**src/rtl/vpu_sram_rd_bridge_if.sv**
```systemverilog
// VPU source read port bundle: burst req/ack handshake, per-beat strobes and read return.
// The VPU drives the master side; the SRAM read bridge sits on the slave side.
interface vpu_sram_rd_bridge_if #(
   parameter int unsigned SRAM_BANK_CNT_LG2   = 2,
   parameter int unsigned SRAM_BANK_DEPTH_LG2 = 10,
   parameter int unsigned SRAM_DATA_WIDTH     = 256
);
   logic                           req_i;
   logic [SRAM_BANK_CNT_LG2-1:0]   rid_i;
   logic [SRAM_BANK_DEPTH_LG2-1:0] addr_i;
   logic                           reb_i;
   logic                           rlast_i;
   logic                           ack_o;
   logic [SRAM_DATA_WIDTH-1:0]     rdata_o;
   logic                           rvalid_o;
   logic                           busy_o;

   modport master (
      output req_i, rid_i, addr_i, reb_i, rlast_i,
      input  ack_o, rdata_o, rvalid_o, busy_o
   );

   modport slave (
      input  req_i, rid_i, addr_i, reb_i, rlast_i,
      output ack_o, rdata_o, rvalid_o, busy_o
   );
endinterface

```
**src/rtl/vpu_sram_rd_bridge.sv**
```systemverilog
// One VPU read port to SRAM bank accesses: req/ack burst handshake, registered chip
// selects, and a fixed-latency read return tracked by a {valid, bank} shift register.
module vpu_sram_rd_bridge #(
   parameter int unsigned SRAM_BANK_CNT       = 4,
   parameter int unsigned SRAM_BANK_CNT_LG2   = 2,
   parameter int unsigned SRAM_BANK_DEPTH_LG2 = 10,
   parameter int unsigned SRAM_DATA_WIDTH     = 256,
   parameter int unsigned SRAM_RD_LAT         = 2
) (
   input  logic                                     clk,
   input  logic                                     rst,
   vpu_sram_rd_bridge_if.slave                      vpu,
   output logic [SRAM_BANK_CNT-1:0]                 sram_cs_o,
   output logic [SRAM_BANK_DEPTH_LG2-1:0]           sram_addr_o,
   input  logic [SRAM_DATA_WIDTH*SRAM_BANK_CNT-1:0] sram_rdata_i
);

   typedef enum logic [1:0] {
      IDLE,
      GRANT,
      STREAM,
      DRAIN
   } state_t;

   state_t                         state;
   state_t                         state_nxt;
   logic [SRAM_BANK_CNT_LG2-1:0]   rid_q;

   logic                           beat;
   logic [SRAM_BANK_CNT-1:0]       cs_nxt;
   logic [SRAM_BANK_CNT-1:0]       cs_q;
   logic [SRAM_BANK_DEPTH_LG2-1:0] addr_q;
   logic                           beat_q;
   logic [SRAM_BANK_CNT_LG2-1:0]   beat_bank_q;

   logic [SRAM_RD_LAT-1:0]         pipe_v;
   logic [SRAM_BANK_CNT_LG2-1:0]   pipe_bank [SRAM_RD_LAT];
   logic                           drain_done;

   logic [SRAM_DATA_WIDTH-1:0]     tail_data;
   logic                           rvalid_q;
   logic [SRAM_DATA_WIDTH-1:0]     rdata_q;

   logic                           ack;
   logic                           busy;

   // ---------------------------------------------------------------- FSM
   always_ff @(posedge clk) begin
      if (rst) begin
         state <= IDLE;
         rid_q <= '0;
      end else begin
         state <= state_nxt;
         if (state == IDLE && vpu.req_i) begin
            rid_q <= vpu.rid_i;
         end
      end
   end

   always_comb begin
      state_nxt = state;
      ack       = 1'b0;
      busy      = 1'b1;
      case (state)
         IDLE: begin
            busy = 1'b0;
            if (vpu.req_i) begin
               state_nxt = GRANT;
            end
         end
         GRANT: begin
            ack       = 1'b1;
            state_nxt = STREAM;
         end
         STREAM: begin
            if (beat && vpu.rlast_i) begin
               state_nxt = DRAIN;
            end
         end
         DRAIN: begin
            if (drain_done) begin
               state_nxt = IDLE;
            end
         end
         default: state_nxt = IDLE;
      endcase
   end

   assign beat = (state == STREAM) && !vpu.reb_i;

   // Leave DRAIN once nothing will remain in the pipe after this edge; the tail
   // stage is excluded so IDLE coincides with the final rvalid cycle.
   always_comb begin
      drain_done = !beat_q;
      for (int unsigned i = 0; i + 1 < SRAM_RD_LAT; i++) begin
         if (pipe_v[i]) begin
            drain_done = 1'b0;
         end
      end
   end

   // ---------------------------------------------------------------- issue stage
   always_comb begin
      cs_nxt = '0;
      for (int unsigned k = 0; k < SRAM_BANK_CNT; k++) begin
         cs_nxt[k] = beat && (rid_q == SRAM_BANK_CNT_LG2'(k));
      end
   end

   always_ff @(posedge clk) begin
      if (rst) begin
         cs_q        <= '0;
         addr_q      <= '0;
         beat_q      <= 1'b0;
         beat_bank_q <= '0;
      end else begin
         cs_q        <= cs_nxt;
         beat_q      <= beat;
         beat_bank_q <= rid_q;
         if (beat) begin
            addr_q <= vpu.addr_i;
         end
      end
   end

   // ---------------------------------------------------------------- return path
   // Beats to out-of-range banks still travel the pipe so every beat yields an rvalid.
   always_ff @(posedge clk) begin
      if (rst) begin
         pipe_v <= '0;
         for (int unsigned i = 0; i < SRAM_RD_LAT; i++) begin
            pipe_bank[i] <= '0;
         end
      end else begin
         pipe_v[0]    <= beat_q;
         pipe_bank[0] <= beat_bank_q;
         for (int unsigned i = 1; i < SRAM_RD_LAT; i++) begin
            pipe_v[i]    <= pipe_v[i-1];
            pipe_bank[i] <= pipe_bank[i-1];
         end
      end
   end

   always_comb begin
      tail_data = '0;
      for (int unsigned k = 0; k < SRAM_BANK_CNT; k++) begin
         if (pipe_bank[SRAM_RD_LAT-1] == SRAM_BANK_CNT_LG2'(k)) begin
            tail_data = sram_rdata_i[k*SRAM_DATA_WIDTH +: SRAM_DATA_WIDTH];
         end
      end
   end

   always_ff @(posedge clk) begin
      if (rst) begin
         rvalid_q <= 1'b0;
         rdata_q  <= '0;
      end else begin
         rvalid_q <= pipe_v[SRAM_RD_LAT-1];
         if (pipe_v[SRAM_RD_LAT-1]) begin
            rdata_q <= tail_data;
         end
      end
   end

   // ---------------------------------------------------------------- outputs
   assign vpu.ack_o    = ack;
   assign vpu.busy_o   = busy;
   assign vpu.rvalid_o = rvalid_q;
   assign vpu.rdata_o  = rdata_q;
   assign sram_cs_o    = cs_q;
   assign sram_addr_o  = addr_q;

endmodule

```
**src/flat_wrapper.sv**
```systemverilog
// flat-port wrapper written by rule: the top's interface ports become plain ports
module vpu_sram_rd_bridge_flat 
#(
   parameter int unsigned SRAM_BANK_CNT       = 4,
   parameter int unsigned SRAM_BANK_CNT_LG2   = 2,
   parameter int unsigned SRAM_BANK_DEPTH_LG2 = 10,
   parameter int unsigned SRAM_DATA_WIDTH     = 256,
   parameter int unsigned SRAM_RD_LAT         = 2
)
  (clk, rst, sram_cs_o, sram_addr_o, sram_rdata_i, vpu_req_i, vpu_rid_i, vpu_addr_i, vpu_reb_i, vpu_rlast_i, vpu_ack_o, vpu_rdata_o, vpu_rvalid_o, vpu_busy_o);
  vpu_sram_rd_bridge_if #(.SRAM_BANK_CNT_LG2(SRAM_BANK_CNT_LG2), .SRAM_BANK_DEPTH_LG2(SRAM_BANK_DEPTH_LG2), .SRAM_DATA_WIDTH(SRAM_DATA_WIDTH)) vpu_i ();
  input  logic clk;
  input  logic rst;
  output logic [SRAM_BANK_CNT-1:0] sram_cs_o;
  output logic [SRAM_BANK_DEPTH_LG2-1:0] sram_addr_o;
  input  logic [SRAM_DATA_WIDTH*SRAM_BANK_CNT-1:0] sram_rdata_i;
  input wire logic [$bits(vpu_i.req_i)-1:0] vpu_req_i;
  input wire logic [$bits(vpu_i.rid_i)-1:0] vpu_rid_i;
  input wire logic [$bits(vpu_i.addr_i)-1:0] vpu_addr_i;
  input wire logic [$bits(vpu_i.reb_i)-1:0] vpu_reb_i;
  input wire logic [$bits(vpu_i.rlast_i)-1:0] vpu_rlast_i;
  output wire logic [$bits(vpu_i.ack_o)-1:0] vpu_ack_o;
  output wire logic [$bits(vpu_i.rdata_o)-1:0] vpu_rdata_o;
  output wire logic [$bits(vpu_i.rvalid_o)-1:0] vpu_rvalid_o;
  output wire logic [$bits(vpu_i.busy_o)-1:0] vpu_busy_o;
  assign vpu_i.req_i = vpu_req_i;
  assign vpu_i.rid_i = vpu_rid_i;
  assign vpu_i.addr_i = vpu_addr_i;
  assign vpu_i.reb_i = vpu_reb_i;
  assign vpu_i.rlast_i = vpu_rlast_i;
  assign vpu_ack_o = vpu_i.ack_o;
  assign vpu_rdata_o = vpu_i.rdata_o;
  assign vpu_rvalid_o = vpu_i.rvalid_o;
  assign vpu_busy_o = vpu_i.busy_o;
  vpu_sram_rd_bridge #(.SRAM_BANK_CNT(SRAM_BANK_CNT), .SRAM_BANK_CNT_LG2(SRAM_BANK_CNT_LG2), .SRAM_BANK_DEPTH_LG2(SRAM_BANK_DEPTH_LG2), .SRAM_DATA_WIDTH(SRAM_DATA_WIDTH), .SRAM_RD_LAT(SRAM_RD_LAT)) u_core (.clk(clk), .rst(rst), .vpu(vpu_i), .sram_cs_o(sram_cs_o), .sram_addr_o(sram_addr_o), .sram_rdata_i(sram_rdata_i));
endmodule
```
**config.mk**
```make
export PLATFORM = sky130hd
export DESIGN_NAME = vpu_sram_rd_bridge_flat
export DESIGN_NICKNAME = d
export VERILOG_FILES = /design/src/rtl/vpu_sram_rd_bridge_if.sv /design/src/rtl/vpu_sram_rd_bridge.sv /design/src/flat_wrapper.sv
export SDC_FILE = /design/constraint.sdc
export NUM_CORES = 1
export LEC_CHECK = 0
export BUFFER_PORTS_ARGS = -buffer_cell sky130_fd_sc_hd__buf_2
export CAP_MARGIN = 5
export CORE_AREA = 2 2 509 511
export DETAILED_ROUTE_END_ITERATION = 7
export DIE_AREA = 0 0 511 513
export HOLD_SLACK_MARGIN = 0.05
export PLACE_DENSITY = 0.3
export REMOVE_ABC_BUFFERS = 1
export SLEW_MARGIN = 20
export SYNTH_ARGS = -nofsm -noshare
export SYNTH_HDL_FRONTEND = slang
export SYNTH_SLANG_ARGS = --single-unit
```
**constraint.sdc**
```tcl
create_clock -name clk -period 2.2 [get_ports clk]
set_input_delay 0.66 -clock clk [delete_from_list [all_inputs] [get_ports clk]]
set_output_delay 0.66 -clock clk [all_outputs]
set_load 0.02 [all_outputs]
```
# --- Yosys cells after proc, flatten, opt, wreduce, memory -nomap -nowiden ---
# Memory sizes are Yosys's and may differ from the RTL's.
# Index checks and enable logic that the tools add are counted.
word_totals:
  reg_bits: 280
  latch_bits: 0
  ramBits: 4
  rom_bits: 0
  inputBits: 1041
  memories: 1
op_classes:
  n_addsub: 0
  n_mul: 0
  div: 0
  magnitude_cmp: 0
  n_eq_ne: 12
  n_shift: 0
  mux: 16
  bitwise: 2
  reduce_logical: 13
mem_list:
  columns: ["name", "words", "width", "rd", "rd_ports_with_merged_regs", "wr", "line", "rtl"]
  rows:
  - ["u_core.pipe_bank", 2, 2, 2, 0, 2, "vpu_sram_rd_bridge.sv:37", "logic [SRAM_BANK_CNT_LG2-1:0] pipe_bank [SRAM_RD_LAT];"]
ops:
  columns: ["op", "count"]
  rows:
  - ["two-way mux 256 bit", 4]
  - ["== test 2 bit (second input constant)", 6]
  - ["two-way mux 2 bit", 5]
  - ["case mux 2 bit (4 select lines)", 1]
  - ["logical AND 1 bit", 7]
  - ["== test 2 x 1 -> 1 bit (second input constant)", 3]
  - ["logical NOT 2 bit", 3]
  - ["two-way mux 1 bit", 6]
  - ["inequality test 2 x 1 -> 1 bit (second input constant)", 2]
  - ["AND reduction 3 bit", 1]
  - ["logical NOT 1 bit", 2]
  - ["inequality test 2 bit (second input constant)", 1]
  - ["OR 1 bit", 2]

# --- Logic depth before layout (Yosys ltp) ---
# Gate-level depths: netlist of run 1.
depth:
  depth_word: 5
  depth_mapped: 6

# --- Worst setup path before layout of run 1 ---
# Ideal clock, no wire load.
synth_path:
  path_type: "input -> register"
  startpoint: "input port rst"
  endpoint: "register u_core.rdata_q[100] (netlist: u_core.vpu.rdata_o[100])"
  setup_ns: 0.128
  arrival_ns: 1.432
  t_required_ns: 2.072
  slack_ns: 0.641
  stages: 4
  path_buffers: 3
  path_cell_list: "clkbuf_1 clkbuf_1 clkbuf_1 nor2_1"
synth_lines:
  columns: ["element", "line", "rtl"]
  rows:
  - ["start: declaration", "flat_wrapper.sv:13", "input logic rst;"]
  - ["end signal: assignment", "vpu_sram_rd_bridge.sv:160", "rdata_q <= tail_data;"]
  - ["end: declaration", "vpu_sram_rd_bridge.sv:42", "logic [SRAM_DATA_WIDTH-1:0] rdata_q;"]
# No word-level cell between the ends.

# --- Final worst setup path of run 1 ---
layout_path:
  startpoint: "register u_core.state[0]"
  endpoint: "output port vpu_busy_o"
layout_via:
  elab_chain_cells: 2
layout_rtl:
  columns: ["element", "line", "rtl"]
  rows:
  - ["start: declaration", "vpu_sram_rd_bridge.sv:25", "state_t state;"]
  - ["start signal: assignment", "vpu_sram_rd_bridge.sv:53", "state <= state_nxt;"]
  - ["logical NOT 2 bit", "vpu_sram_rd_bridge.sv:64", "case (state)"]
  - ["two-way mux 1 bit", "vpu_sram_rd_bridge.sv:64", null]
  - ["end: declaration", "flat_wrapper.sv:25", "output wire logic [$bits(vpu_i.busy_o)-1:0] vpu_busy_o;"]
# Every way passes these cells.

==> flow_summary.yaml, run 1 <==
placed_design:
  port-buffer-count: 1313
  place_ws_ns: 0.2729
  dp_hpwl_um: 163400
  place_congestion: 0.9432
global_routing:
  grt_pass1_wl_um: 222500
  grt_start_max_net_pins: 54
  grt.total_usage: 0.1340
  overflow: 0
  grt_pass1_vias: 18159
  antenna_found_initial: 235
yosys:
  synthArstFlopShare: 0
  yosys_warnings: 0
  yosysUniqueCellTypes: 24
  synth_area_leaders: "mux4_2, dfxtp_1, mux2i_1"
  synth_area_leader_cell: "mux4_2"
  postSynthCellCount: 1243
  netlist_area_um2: 16340
  syn_area_per_cell_um2: 13.15
  synth_top_area_frac: 0.3528
  ys_ff_latch: 284
  synth_ff_type: "dfxtp_1"
  synth-seq-area-share: 0.3479
  synth-edff-count: 0
cells_and_area:
  layout.nets: 3608
  layout-drive-gt1-share: 0.6667
  multiInputGateArea_um2: 9692
  layout.area.seq_um2: 5705
  post-route-util: 0.1123
  areaGrowthSynthToFinish_pct: 76.12
  fillers: 29707
route:
  drc: 0
  wl_um: 182400
  via_per_inst: 2.977
  ant_nets: 0
  route.vias.total: 18018
  drt_iter0_drc: 1160
  routedWlPerCell_um: 30.14
  dr.pass1.iters: 5
cts:
  cts_setup_buffers: 0
  clockBufferDepth: 3
  cts_hold_buf: 0
  cts_num_sinks: 284
  htreeDepth: 2
  numCtsBuffers: 47
  root_buffer: "clkbuf_16"
  cts_tree: "done"
  clkTransAtPathRegs_ns: 0.06
  insertion_delay_ns: 0.66
setup_path:
  startpoint: "u_core.state[0]"
  worstSetupPathType: "register to output port"
  cp_slowest_stage_delay_ns: 0.36
  cp_cell_sequence: "inv_2 -> ha_4 -> inv_4 -> buf_6"
  cp.arrival_ns: 1.44
  slowest_stage: "dfxtp_4"
  crit_path_start_kind: "register"
  cp_num_buf_inv: 3
  cp_data_required_time_ns: 1.54
  cp_top_family: "flip-flops"
  r2r_start: "u_core.pipe_bank[0][2]"
  critPathMaxFanout: 4
  cp-end-kind: "output port"
sta:
  fin_ws_ns: 0.09954
  period_share: 0.9548
  min_period_ns: 2.100
  fmax_ghz: 0.4761
  worst_slew_pin_slew_ns: 0.6143
  hold_viol_final: 0
  max-slew-margin-rel: 0.5904
  rsz0062_at_grt: "no"
  setup_violations: 0
  final_max_slew_viol_count: 0
  whs_ns: 0.2565
  finClkSkew_ns: 0.03098
floorplanning:
  core_area_um2: 256200
  initial_core_util: 0.06378
  die_w_um: 511
  rows: 186
  die_h_um: 513
  num_io_pins: 1314
  die-area_um2: 262100
worst_hold_path:
  hold_path_class: "input port to register"
  worstHoldStart: "vpu_addr_i[1]"
flow_run:
  max_cap_viol_count: 0
pwr:
  leakage_nw: 11.31
  ir_drop_v: 0.0004832
  powerDensity_nw_per_um2: 566.6
status:
  status: "finished clean"
-- flip-flops by register name, indices dropped and copies added (netlist names) --
signal / flops
u_core.vpu.rvalid_o: 1
u_core.rid_q: 2
u_core.pipe_bank: 4
u_core.beat_q: 1
u_core.vpu.rdata_o: 256
u_core.sram_cs_o: 4
u_core.beat_bank_q: 2
u_core.pipe_v: 2
u_core.state: 2
u_core.sram_addr_o: 10
-- placed cells by master, fill, tap and decap left out, drive strengths merged, types with 2 or more instances in the layout --
| master | synthesis | routed |
|---|---|---|
| nand3 | 2 | 2 |
| dfxtp | 284 | 284 |
| diode | 0 | 73 |
| a21oi | 12 | 12 |
| buf | 80 | 1390 |
| inv | 4 | 5 |
| mux4 | 256 | 256 |
| clkinv | 0 | 10 |
| mux2i | 258 | 258 |
| nor4b | 2 | 2 |
| clkbuf | 40 | 70 |
| nor2b | 11 | 11 |
| nand2 | 23 | 23 |
| nor2 | 257 | 257 |
| nand2b | 4 | 4 |
| ha | 5 | 5 |
-- logic make-up (layout without fill, tap and decap cells) --
kind of cell | Yosys count | in the layout | share of synthesized area
AOI/OAI and AO/OA | 15 | 15 | 0.005130
adders and majority gates | 5 | 5 | 0.003828
buffers and inverters | 124 | 1476 | 0.05980
DFF | 284 | 284 | 0.3479
muxes | 514 | 514 | 0.5108
other | 0 | 73 | 0
and+or+nand+nor | 301 | 301 | 0.07251
-- synthesized netlist by cell type, types with 4 or more instances --
library cell,instances
inv_1,4
mux4_2,256
ha_1,5
buf_8,5
dfxtp_1,284
nor2_1,257
mux2i_1,258
nand2_1,23
clkbuf_1,40
nand2b_1,4
buf_2,39
nor2b_1,11
buf_4,11
a21oi_1,12
buf_12,22
-- layout make-up --
cell class | instances | share of cell area
multi-input combinational | 835 | 0.3367
sequential | 284 | 0.1982
clock inverter | 12 | 0.003130
clock buffer | 70 | 0.04882
inverter | 4 | 0.0006086
tap | 3384 | 0.1471
timing repair buffer | 1390 | 0.2590
antenna | 73 | 0.006347
-- metrics by stage --
step	area, µm²	cells	power [W]	setup TNS [ns]
2_1_floorplan	15380	1123	0.007000	-2432.79
3_3_place_gp	27060	5897	0.008648	0
3_5_place_dp	27060	5897	0.008662	0
4_1_cts	28600	5979	0.01689	0
5_1_grt	28650	6001	0.01709	0
6_report	28780	6052	0.01631	0
-- path summary, 6_finish.rpt --
kind              slack [ns]  depth (start not counted)                 endpoint
hold / removal          0.26                          3    u_core.sram_addr_o[1]
hold reg to reg         0.43                          1   u_core.pipe_bank[0][3]
setup reg to reg        0.30                          5  u_core.vpu.rdata_o[252]
setup / recovery         0.1                          4               vpu_busy_o
-- per-layer routing --
layer	GRT usage	wire length (µm)
met1	0.1379	64490
met2	0.2113	80470
met3	0.1031	30570
met4	0.03545	5860
met5	0	1001
-- report_power, final --
part / switching, W / internal (W) / total [W]
Clock: 0.00326 / 0.00448 / 0.00774
Combinational: 0.00158 / 0.00160 / 0.00318
Sequential: 0.000105 / 0.00528 / 0.00539
-- tightest hold or removal path, stage by stage --
cell and delay (ns):
buf_2 0.10, nand2_1 0.04, a21oi_1 0.05
-- what timing repair did --
item / in CTS / in global routing
resized for setup: 18 / 1
endpoints found under the hold margin: 0 / 0
setup endpoints to repair: 6 / 1
Power figures use the tool's default switching activity.
==> run 2, diff against run 1 <==
ABC_AREA = 1   (was default)
CORE_AREA = 2 2 517 519   (was 2 2 509 511)
DIE_AREA = 0 0 519 521   (was 0 0 511 513)
==> run 2 against run 1 <==
Effect of this change:
- via count is 45% higher
- first-iteration DRC count rose by 23%
- maximum frequency decreased by 0.12%
- synthesized area is 5.7% higher
- synthesized cell count increased by 130%
- non-clock buffer count is 23 higher
- highest routed layer unchanged
==> flow_summary.yaml, run 2 <==
route:
  via_per_inst: 3.402
  drc: 0
  drt_iter0_drc: 1428
  dr.pass1.iters: 7
  wl_um: 209200
  route.vias.total: 26120
  routedWlPerCell_um: 27.25
  ant_nets: 0
global_routing:
  grt.total_usage: 0.1481
  grt_start_max_net_pins: 111
  grt_pass1_wl_um: 264800
  antenna_found_initial: 283
  grt_pass1_vias: 25574
  overflow: 0
cells_and_area:
  layout-drive-gt1-share: 0.3711
  post-route-util: 0.1138
  layout.nets: 5099
  areaGrowthSynthToFinish_pct: 74.19
  fillers: 31613
  layout.cells.non_filler: 7677
  final_common_cell: "buf_2"
  largest_register_ffs: 256
  layout_common_cells: "buf_2, nand2_1, nand3_1, nor2_1, o21ai_0"
setup_path:
  cp_cell_sequence: "inv_4 -> ha_2 -> buf_6"
  cp_num_buf_inv: 2
  cp_slowest_stage_delay_ns: 0.36
  slowest_stage: "dfxtp_4"
  crit_path_start_kind: "register"
  cp_top_family: "flip-flops"
  worstSetupPathType: "register to output port"
  critPathMaxFanout: 4
  cp-end-kind: "output port"
  cp_data_required_time_ns: 1.54
  cp.arrival_ns: 1.44
yosys:
  synth_top_area_frac: 0.3292
  synth-edff-count: 0
  synth_common_cells: "nand2_1, nand3_1, nor2_1, o21ai_0, dfxtp_1"
  synth.most_common_cell: "nand2_1"
  syn_area_per_cell_um2: 6.064
  postSynthCellCount: 2848
  netlist_area_um2: 17270
  yosys_warnings: 0
  synth-seq-area-share: 0.3292
  synth_area_leaders: "dfxtp_1, nand2_1, nand3_1"
  synthArstFlopShare: 0
  ys_ff_latch: 284
  synth_area_leader_cell: "dfxtp_1"
  synth_ff_type: "dfxtp_1"
  yosysUniqueCellTypes: 22
floorplanning:
  die_w_um: 519
  die-area_um2: 270400
  core_area_um2: 264400
  initial_core_util: 0.06532
  rows: 189
  num_io_pins: 1314
  die_h_um: 521
sta:
  min_period_ns: 2.103
  whs_ns: 0.2527
  setup_tns_ns: 0
  rsz0062_at_grt: "yes"
  max-slew-margin-rel: 0.5848
  period_share: 0.9559
  hold_viol_final: 0
  final_max_slew_viol_count: 0
  worst_slew_pin_slew_ns: 0.6228
  fmax_ghz: 0.4755
  setup_violations: 0
  fin_ws_ns: 0.09692
  finClkSkew_ns: 0.03056
flow_run:
  max_cap_viol_count: 0
cts:
  clockBufferDepth: 3
  clkTransAtPathRegs_ns: 0.06
  htreeDepth: 2
  root_buffer: "clkbuf_16"
  ctsResizeCount: 13
  numCtsBuffers: 46
  insertion_delay_ns: 0.68
  cts_tree: "done"
  cts_setup_buffers: 0
  cts_num_sinks: 284
  cts_hold_buf: 0
status:
  status: "finished clean"
placed_design:
  port-buffer-count: 1313
  dp_cells: 7538
  place_congestion: 0.9176
  dp_hpwl_um: 180700
  place_ws_ns: 0.2413
pwr:
  powerDensity_nw_per_um2: 584.2
  ir_drop_v: 0.0005497
  leakage_nw: 13.50
worst_hold_path:
  hold_path_class: "input port to register"
[run 2: cell types whose count changed in the layout (fill, tap and decap cells not counted), moves of 246 or more]
cell and delta:
nand2_1 +668, nand3_1 +511, o21ai_0 +302, mux2i_1 -258, mux4_2 -256, a21oi_1 +246
[run 2: logic make-up (layout without fill, tap and decap cells)]
kind of cell               count (synthesis)  in the layout  synth area share
AOI/OAI and AO/OA                        613            613            0.1777
other                                      0             59                 0
adders and majority gates                  5              5          0.003623
buffers and inverters                    275           1512           0.07535
and+or+nand+nor                         1671           1671            0.4141
DFF                                      284            284            0.3292
[run 2: final timing paths]
check / startpoint / end / slack, ns / cells past startpoint
setup reg to reg: u_core.pipe_bank[0][2] / u_core.vpu.rdata_o[168] / 0.33 / 7
hold reg to reg: u_core.beat_bank_q[1] / u_core.pipe_bank[0][1] / 0.41 / 2
hold / removal: vpu_addr_i[3] / u_core.sram_addr_o[3] / 0.25 / 3
setup / recovery: u_core.state[1] / vpu_ack_o / 0.1 / 3
[run 2: per-layer routing]
layer / global-route usage / share of wire / vias up
li1: - / - / 12005
met1: 0.1703 / 0.40 / 11984
met2: 0.2323 / 0.43 / 1398
met3: 0.09346 / 0.14 / 521
met4: 0.02742 / 0.024 / 212
met5: 0 / 0.0067 / -
[run 2: layout make-up]
class / count / area (µm²) / share of cell area
multi-input combinational: 2289 / 10310 / 0.3428
sequential: 284 / 5702 / 0.1895
antenna: 59 / 147.6 / 0.004908
inverter: 19 / 93.84 / 0.003120
clock buffer: 60 / 1254 / 0.04168
tap: 3533 / 4420 / 0.1470
timing repair buffer: 1413 / 7838 / 0.2605
clock inverter: 20 / 315.3 / 0.01048
[run 2: worst reg2reg max path, delay by kind of cell, from the launching register on]
| family | cells | cell delay, ns |
|---|---|---|
| AND/OR/NAND/NOR | 3 | 0.55 |
| buffers and inverters | 3 | 0.72 |
| flip-flops | 1 | 0.41 |
| AO/OA/AOI/OAI | 1 | 0.12 |
[run 2: power breakdown]
part	internal [W]	total [W]	leakage (nW)	switching (W)
clock network	0.00474	0.00822	0.750	0.00348
logic	0.00148	0.00390	10.5	0.00242
registers	0.00533	0.00545	2.29	0.000126
[run 2: through the flow]
step | total power [W] | cell area [µm²]
final | 0.01757 | 30080
after global routing | 0.01860 | 29960
after global placement | 0.009522 | 28320
after CTS | 0.01822 | 29930
after floorplan | 0.006994 | 16040
after detailed placement | 0.009504 | 28320
